`config.mk`:
```
export PLATFORM = sky130hd
export DESIGN_NAME = vpi_counter_bank_flat
export DESIGN_NICKNAME = d
export VERILOG_FILES = /design/src/rtl/vpi_counter_pkg.sv /design/src/rtl/vpi_counter_bank_if.sv /design/src/rtl/vpi_counter_chan.sv /design/src/rtl/vpi_counter_bank.sv /design/src/flat_wrapper.sv
export SDC_FILE = /design/constraint.sdc
export NUM_CORES = 1
export LEC_CHECK = 0
export CAP_MARGIN = 20
export CELL_PAD_IN_SITES_DETAIL_PLACEMENT = 1
export CELL_PAD_IN_SITES_GLOBAL_PLACEMENT = 2
export CORE_MARGIN = 2
export CORE_UTILIZATION = 35
export CTS_BUF_LIST = sky130_fd_sc_hd__clkbuf_4 sky130_fd_sc_hd__clkbuf_8
export DETAILED_ROUTE_END_ITERATION = 7
export GPL_ROUTABILITY_DRIVEN = 0
export PLACE_DENSITY_LB_ADDON = 0.1
export SLEW_MARGIN = 5
export SYNTH_ARGS = -nofsm -noshare
export SYNTH_HDL_FRONTEND = slang
export SYNTH_HIERARCHICAL = 1
export SYNTH_SLANG_ARGS = --single-unit
export TNS_END_PERCENT = 100
```
`constraint.sdc`:
```
create_clock -name clk -period 5.3 [get_ports clk]
set_input_delay 1.06 -clock clk [delete_from_list [all_inputs] [get_ports clk]]
set_output_delay 1.06 -clock clk [all_outputs]
set_load 0.01 [all_outputs]
```
`src/rtl/vpi_counter_pkg.sv`:
```
// Shared encodings for the multi-channel counter bank: config field selects and mode bits.
package vpi_counter_pkg;

  localparam logic [1:0] SEL_STEP = 2'd0;
  localparam logic [1:0] SEL_LOAD = 2'd1;
  localparam logic [1:0] SEL_CMP  = 2'd2;
  localparam logic [1:0] SEL_MODE = 2'd3;

  localparam int unsigned MODE_SAT  = 0;
  localparam int unsigned MODE_DOWN = 1;

endpackage

```
`src/rtl/vpi_counter_bank_if.sv`:
```
// Control/status bundle of the counter bank; the bank is the slave side.
interface vpi_counter_bank_if #(
  parameter int unsigned NUM_CH = 4,
  parameter int unsigned WIDTH  = 32,
  parameter int unsigned CH_W   = (NUM_CH > 1) ? $clog2(NUM_CH) : 1
);

  logic [NUM_CH-1:0]       en;
  logic                    cfg_we;
  logic [CH_W-1:0]         cfg_ch;
  logic [1:0]              cfg_sel;
  logic [WIDTH-1:0]        cfg_wdata;
  logic [NUM_CH-1:0]       ovf_clr;
  logic [NUM_CH*WIDTH-1:0] cnt;
  logic [NUM_CH-1:0]       match;
  logic [NUM_CH-1:0]       ovf;

  modport master (
    output en, cfg_we, cfg_ch, cfg_sel, cfg_wdata, ovf_clr,
    input  cnt, match, ovf
  );

  modport slave (
    input  en, cfg_we, cfg_ch, cfg_sel, cfg_wdata, ovf_clr,
    output cnt, match, ovf
  );

endinterface

```
`src/rtl/vpi_counter_chan.sv`:
```
// One counter channel: programmable step/compare/mode, sticky overflow and registered match pulse.
module vpi_counter_chan
  import vpi_counter_pkg::*;
#(
  parameter int unsigned WIDTH = 32
) (
  input  logic             clk,
  input  logic             rst,
  input  logic             en,
  input  logic             step_we,
  input  logic             load_we,
  input  logic             cmp_we,
  input  logic             mode_we,
  input  logic [WIDTH-1:0] wdata,
  input  logic             ovf_clr,
  output logic [WIDTH-1:0] cnt,
  output logic             match,
  output logic             ovf
);

  logic [WIDTH-1:0] step;
  logic [WIDTH-1:0] cmp;
  logic [1:0]       mode;

  logic [WIDTH:0]   sum;
  logic             carry;
  logic             count;
  logic [WIDTH-1:0] cnt_nxt;

  // Bit WIDTH of the extended sum is the carry (up) or borrow (down).
  always_comb begin
    count = en && !load_we;
    if (mode[MODE_DOWN]) begin
      sum = {1'b0, cnt} - {1'b0, step};
    end else begin
      sum = {1'b0, cnt} + {1'b0, step};
    end
    carry   = sum[WIDTH];
    cnt_nxt = sum[WIDTH-1:0];
    if (carry && mode[MODE_SAT]) begin
      cnt_nxt = mode[MODE_DOWN] ? '0 : '1;
    end
  end

  always_ff @(posedge clk or posedge rst) begin
    if (rst) begin
      cnt   <= '0;
      step  <= WIDTH'(1);
      cmp   <= '1;
      mode  <= 2'b00;
      ovf   <= 1'b0;
      match <= 1'b0;
    end else begin
      if (load_we) begin
        cnt <= wdata;
      end else if (en) begin
        cnt <= cnt_nxt;
      end
      match <= count && (cnt_nxt == cmp);
      // A fresh overflow outranks a clear in the same cycle.
      if (count && carry) begin
        ovf <= 1'b1;
      end else if (ovf_clr) begin
        ovf <= 1'b0;
      end
      if (step_we) step <= wdata;
      if (cmp_we)  cmp  <= wdata;
      if (mode_we) mode <= wdata[1:0];
    end
  end

endmodule

```
`src/rtl/vpi_counter_bank.sv`:
```
// NUM_CH independent counters; decodes config writes per channel and packs channel outputs.
module vpi_counter_bank
  import vpi_counter_pkg::*;
#(
  parameter int unsigned NUM_CH = 4,
  parameter int unsigned WIDTH  = 32,
  parameter int unsigned CH_W   = (NUM_CH > 1) ? $clog2(NUM_CH) : 1
) (
  input logic               clk,
  input logic               rst,
  vpi_counter_bank_if.slave bus
);

  logic [WIDTH-1:0] cnt_a   [NUM_CH];
  logic             match_a [NUM_CH];
  logic             ovf_a   [NUM_CH];

  // Channel numbers at or above NUM_CH match no instance, so such writes are dropped.
  for (genvar i = 0; i < NUM_CH; i++) begin : g_ch
    logic hit;
    assign hit = bus.cfg_we && (bus.cfg_ch == CH_W'(i));

    vpi_counter_chan #(
      .WIDTH (WIDTH)
    ) u_chan (
      .clk     (clk),
      .rst     (rst),
      .en      (bus.en[i]),
      .step_we (hit && (bus.cfg_sel == SEL_STEP)),
      .load_we (hit && (bus.cfg_sel == SEL_LOAD)),
      .cmp_we  (hit && (bus.cfg_sel == SEL_CMP)),
      .mode_we (hit && (bus.cfg_sel == SEL_MODE)),
      .wdata   (bus.cfg_wdata),
      .ovf_clr (bus.ovf_clr[i]),
      .cnt     (cnt_a[i]),
      .match   (match_a[i]),
      .ovf     (ovf_a[i])
    );
  end

  always_comb begin
    bus.cnt   = '0;
    bus.match = '0;
    bus.ovf   = '0;
    for (int i = 0; i < NUM_CH; i++) begin
      bus.cnt[i*WIDTH +: WIDTH] = cnt_a[i];
      bus.match[i]              = match_a[i];
      bus.ovf[i]                = ovf_a[i];
    end
  end

endmodule

```
`src/flat_wrapper.sv`:
```
// flat-port wrapper written by rule: the top's interface ports become plain ports
module vpi_counter_bank_flat import vpi_counter_pkg::*;
#(
  parameter int unsigned NUM_CH = 4,
  parameter int unsigned WIDTH  = 32,
  parameter int unsigned CH_W   = (NUM_CH > 1) ? $clog2(NUM_CH) : 1
)
  (clk, rst, bus_en, bus_cfg_we, bus_cfg_ch, bus_cfg_sel, bus_cfg_wdata, bus_ovf_clr, bus_cnt, bus_match, bus_ovf);
  vpi_counter_bank_if #(.NUM_CH(NUM_CH), .WIDTH(WIDTH), .CH_W(CH_W)) bus_i ();
  input logic clk;
  input logic rst;
  input wire logic [$bits(bus_i.en)-1:0] bus_en;
  input wire logic [$bits(bus_i.cfg_we)-1:0] bus_cfg_we;
  input wire logic [$bits(bus_i.cfg_ch)-1:0] bus_cfg_ch;
  input wire logic [$bits(bus_i.cfg_sel)-1:0] bus_cfg_sel;
  input wire logic [$bits(bus_i.cfg_wdata)-1:0] bus_cfg_wdata;
  input wire logic [$bits(bus_i.ovf_clr)-1:0] bus_ovf_clr;
  output wire logic [$bits(bus_i.cnt)-1:0] bus_cnt;
  output wire logic [$bits(bus_i.match)-1:0] bus_match;
  output wire logic [$bits(bus_i.ovf)-1:0] bus_ovf;
  assign bus_i.en = bus_en;
  assign bus_i.cfg_we = bus_cfg_we;
  assign bus_i.cfg_ch = bus_cfg_ch;
  assign bus_i.cfg_sel = bus_cfg_sel;
  assign bus_i.cfg_wdata = bus_cfg_wdata;
  assign bus_i.ovf_clr = bus_ovf_clr;
  assign bus_cnt = bus_i.cnt;
  assign bus_match = bus_i.match;
  assign bus_ovf = bus_i.ovf;
  vpi_counter_bank #(.NUM_CH(NUM_CH), .WIDTH(WIDTH), .CH_W(CH_W)) u_core (.clk(clk), .rst(rst), .bus(bus_i));
endmodule
```
==> results.py <==
metrics = {
    "clock_network": {
        "htreeDepth": 3,
        "root_buffer": "clkbuf_8",
        "clk_latency_ns": 0.76,
        "cts_tree": "done",
        "clk_pin_slew_ns": 0.06,
        "cts_sinks": 400,
        "cts_buffer_depth": 3,
        "cts_buffers": 81,
    },
    "timing": {
        "setup_slack_ns": -0.254,
        "setup_tns_ns": -0.485,
        "setup_viol_count_final": 2,
        "hold_viol": 0,
        "skew_ns": 0.0566,
        "maxSlewViolCount": 0,
        "rsz0062_at_grt": "yes",
        "finalCritPeriodShare_pct": 105,
        "post-route-min-period_ns": 5.55,
        "tightest_slew_ns": 1.13,
        "max_freq_mhz": 180,
        "max-slew-margin-rel_pct": 24.3,
    },
    "global_route": {
        "antenna_found_initial": 12,
        "grt_pass1_wl_um": 229000,
        "grt_overflow": 0,
        "grt_pass1_vias": 35300,
        "track_usage_pct": 31.7,
        "grt_max_degree": 65,
    },
    "synthesis": {
        "synth.most_common_cell": "nand2_1",
        "synth-seq-area-share_pct": 31.1,
        "syn_avg_cell_area_um2": 8.50,
        "syn-num-nets": 4034,
        "yosys.area.top_type_share_pct": 20.5,
        "ys.flop_type": "dfrtp_1",
        "synthArstFlopShare_pct": 100,
        "synth_largest_area_cell": "dfrtp_1",
        "synth_edf_count": 0,
        "netlist-cell-type-count": 118,
        "synth_common_cells": "nand2_1, o21ai_0, a21oi_1, nor2_1, dfrtp_1",
        "ys_seq_elements": 400,
        "syn_area_um2": 32800,
        "yosys_warnings": 6,
        "synthTopCellsByArea": "dfrtp_1, dfstp_2, mux2_2",
        "netlist_instances": 3851,
    },
    "routing": {
        "wire_per_inst_um": 25.8,
        "wirelength_um": 156000,
        "vias": 35100,
        "ant_nets": 0,
        "drt-vias-per-instance": 5.80,
        "first_pass_iters": 5,
        "dr.first_iter.drc_count": 2577,
        "drc": 0,
    },
    "job": {
        "max_cap_violations": 0,
    },
    "setup_path": {
        "crit_fanout": 7,
        "cp_cell_sequence": "nor4_4, nand2b_1, nor4_4, nand2_2, nor2_4, nand2_2, or3_4, nor4_4, buf_4, a21oi_1, xnor2_1, ha_1, a21oi_2, o21ai_0, a21o_1, a21o_4, o31ai_4, o21ai_2, a21o_1, a2111oi_4, o2111ai_1, or4_1, nor4b_2",
        "worstPathArrival_ns": 6.19,
        "crit_type": "flip-flop to flip-flop",
        "cp-start-kind": "flip-flop",
        "cpMostUsedCell": "nor4_4",
        "crit_path_top_delay_cell": "or4_1",
        "endpoint_kind": "flip-flop",
        "path_delay_family": "simple AND/OR/NAND/NOR gates",
        "crit_buf_inv": 1,
        "slowest_delay_ns": 0.56,
        "crit_required_ns": 5.94,
    },
    "floorplan": {
        "die_y_um": 310,
        "die-area_um2": 96000,
        "die_x_um": 310,
        "core_area_um2": 93000,
        "start_util_pct": 35.2,
        "ioPinCount": 183,
        "rows": 112,
    },
    "power": {
        "switching_share_pct": 49.7,
        "p_switching_w": 0.0193,
        "pwr-share-comb_pct": 76.4,
        "p_seq_share_pct": 14.5,
        "clkPwrFrac_pct": 9.1,
        "pwr_density_cell_nw_per_um2": 880,
        "p_int_w": 0.0196,
        "p_leak_nw": 18.2,
        "peakVddDrop_mv": 0.370,
    },
    "run_status": {
        "violations": "setup timing",
        "outcome": "complete, but fails checks",
    },
    "final_layout": {
        "final-instance-count-excl-fill": 6054,
        "finalNetCount": 4913,
        "drive_above_1_share_pct": 33.4,
        "final_core_util_pct": 47.6,
        "syn_to_final_growth_pct": 35.2,
    },
    "placement": {
        "dp_cells": 5851,
        "hpwl_um": 116000,
        "port_buffers": 182,
    },
    "worst_hold_path": {
        "worstHoldPathType": "flip-flop to flip-flop",
    },
}
==> cells in the final DEF (no fill, tap or decap), types with 26 or more instances in the layout <==
master	instances
o21ai_0	331
a21oi_2	26
mux2_2	222
clkbuf_8	91
ha_1	128
o22ai_1	52
dfrtp_1	268
clkdlybuf4s50_1	174
a21oi_1	265
inv_1	118
clkbuf_4	29
mux2i_1	28
nor3_1	88
nand3_1	88
xor2_1	41
nor4_1	29
nor2_1	265
nand2_1	403
xnor2_1	177
dfstp_2	132
o211ai_1	74
and3_1	28
a21o_1	50
nand4_1	54
a211oi_1	36
o21a_1	28
buf_4	771
a31oi_1	46
o31ai_1	31
nor2b_1	30
nand2b_1	31
==> worst min-delay path, cell delays in order (launching register included) <==
cell and delay (ns):
dfstp_2 0.37, inv_1 0.07, o21ai_0 0.07
==> through the flow <==
step / total power (W) / hold WS [ns] / setup slack (ns) / instance area (µm²)
3_3_place_gp: 0.0332 / 0.504 / -0.530 / 41100
3_5_place_dp: 0.0335 / 0.513 / -0.549 / 41100
5_1_grt: 0.0414 / 0.546 / -0.615 / 44300
4_1_cts: 0.0376 / 0.523 / -0.469 / 43200
6_report: 0.0389 / 0.525 / -0.254 / 44300
2_1_floorplan: 0.0204 / 0.473 / 0.00668 / 32800
==> layer usage <==
layer / GRT usage (%) / vias to the layer above / routed length, µm
met3: 3.81 / 279 / 8150
met1: 43.3 / 17700 / 69800
li1: - / 16100 / -
met5: 0 / - / 22
met2: 51.1 / 1010 / 71600
met4: 12.6 / 4 / 6870
==> worst paths after layout <==
| path | from | endpoint | slack, ns | cells after the start |
|---|---|---|---|---|
| worst max-delay path | u_core/g_ch[3].u_chan/step[2]$_DFFE_PP0P_ | u_core/g_ch[3].u_chan/match$_DFF_PP0_ | -0.25 | 23 |
| worst min-delay path | u_core/g_ch[0].u_chan/cmp[21]$_DFFE_PP1P_ | u_core/g_ch[0].u_chan/cmp[21]$_DFFE_PP1P_ | 0.53 | 2 |
| worst max register to register | u_core/g_ch[3].u_chan/step[2]$_DFFE_PP0P_ | u_core/g_ch[3].u_chan/match$_DFF_PP0_ | -0.25 | 23 |
| worst min register to register | u_core/g_ch[0].u_chan/cmp[21]$_DFFE_PP1P_ | u_core/g_ch[0].u_chan/cmp[21]$_DFFE_PP1P_ | 0.53 | 2 |
| max in group asynchronous | rst | u_core/g_ch[2].u_chan/step[0]$_DFFE_PP1P_ | 3.05 | 3 |
| min in group asynchronous | rst | u_core/g_ch[0].u_chan/cnt[14]$_DFFE_PP0P_ | 1.14 | 2 |
==> power by group through the flow <==
| stage | clock network [W] | registers [W] | logic (W) |
|---|---|---|---|
| 3_3_place_gp | 0 | 0.00563 | 0.0276 |
| 5_1_grt | 0.00375 | 0.00578 | 0.0319 |
| 6_report | 0.00355 | 0.00565 | 0.0297 |
| 3_5_place_dp | 0 | 0.00564 | 0.0278 |
| 4_1_cts | 0.00365 | 0.00562 | 0.0283 |
| 2_1_floorplan | 0 | 0.00534 | 0.0151 |
==> sequential cells by signal, indices dropped and copies added, names as in the netlist <==
name,flops
u_core/g_ch.u_chan/cmp,128
u_core/g_ch.u_chan/cnt,128
u_core/g_ch.u_chan/match,4
u_core/g_ch.u_chan/mode,8
u_core/g_ch.u_chan/ovf,4
u_core/g_ch.u_chan/step,128
==> final cells by class <==
| class | count | area [µm²] |
|---|---|---|
| sequential | 400 | 10200 |
| fill | 11000 | 48800 |
| clock inverter | 29 | 265 |
| clock buffer | 120 | 1470 |
| tap | 1254 | 1570 |
| multi-input combinational | 3140 | 22300 |
| timing repair buffer | 981 | 7980 |
| inverter | 126 | 483 |
| antenna | 4 | 10.0 |
==> kinds of logic (layout without fill, tap and decap cells) <==
logic type / count (synthesis) / after routing / share of synthesized area (%)
other cells: 0 / 4 / 0
buf+inv: 312 / 1256 / 4.22
mux: 250 / 250 / 8.49
compound gates: 1260 / 1260 / 25.3
fa+ha+maj: 136 / 136 / 5.29
flops: 400 / 400 / 31.1
xor+xnor: 222 / 222 / 6.03
simple gates: 1271 / 1272 / 19.6
==> timing repair <==
item / in CTS / in global routing
gates resized for setup: 64 / 151
pin swaps: 35 / 77
setup endpoints to repair: 22 / 63
hold buffers: 0 / 0
buffers inserted: 12 / 39
gates cloned: 0 / 2
Note: power is estimated with default switching activity, not from simulation.
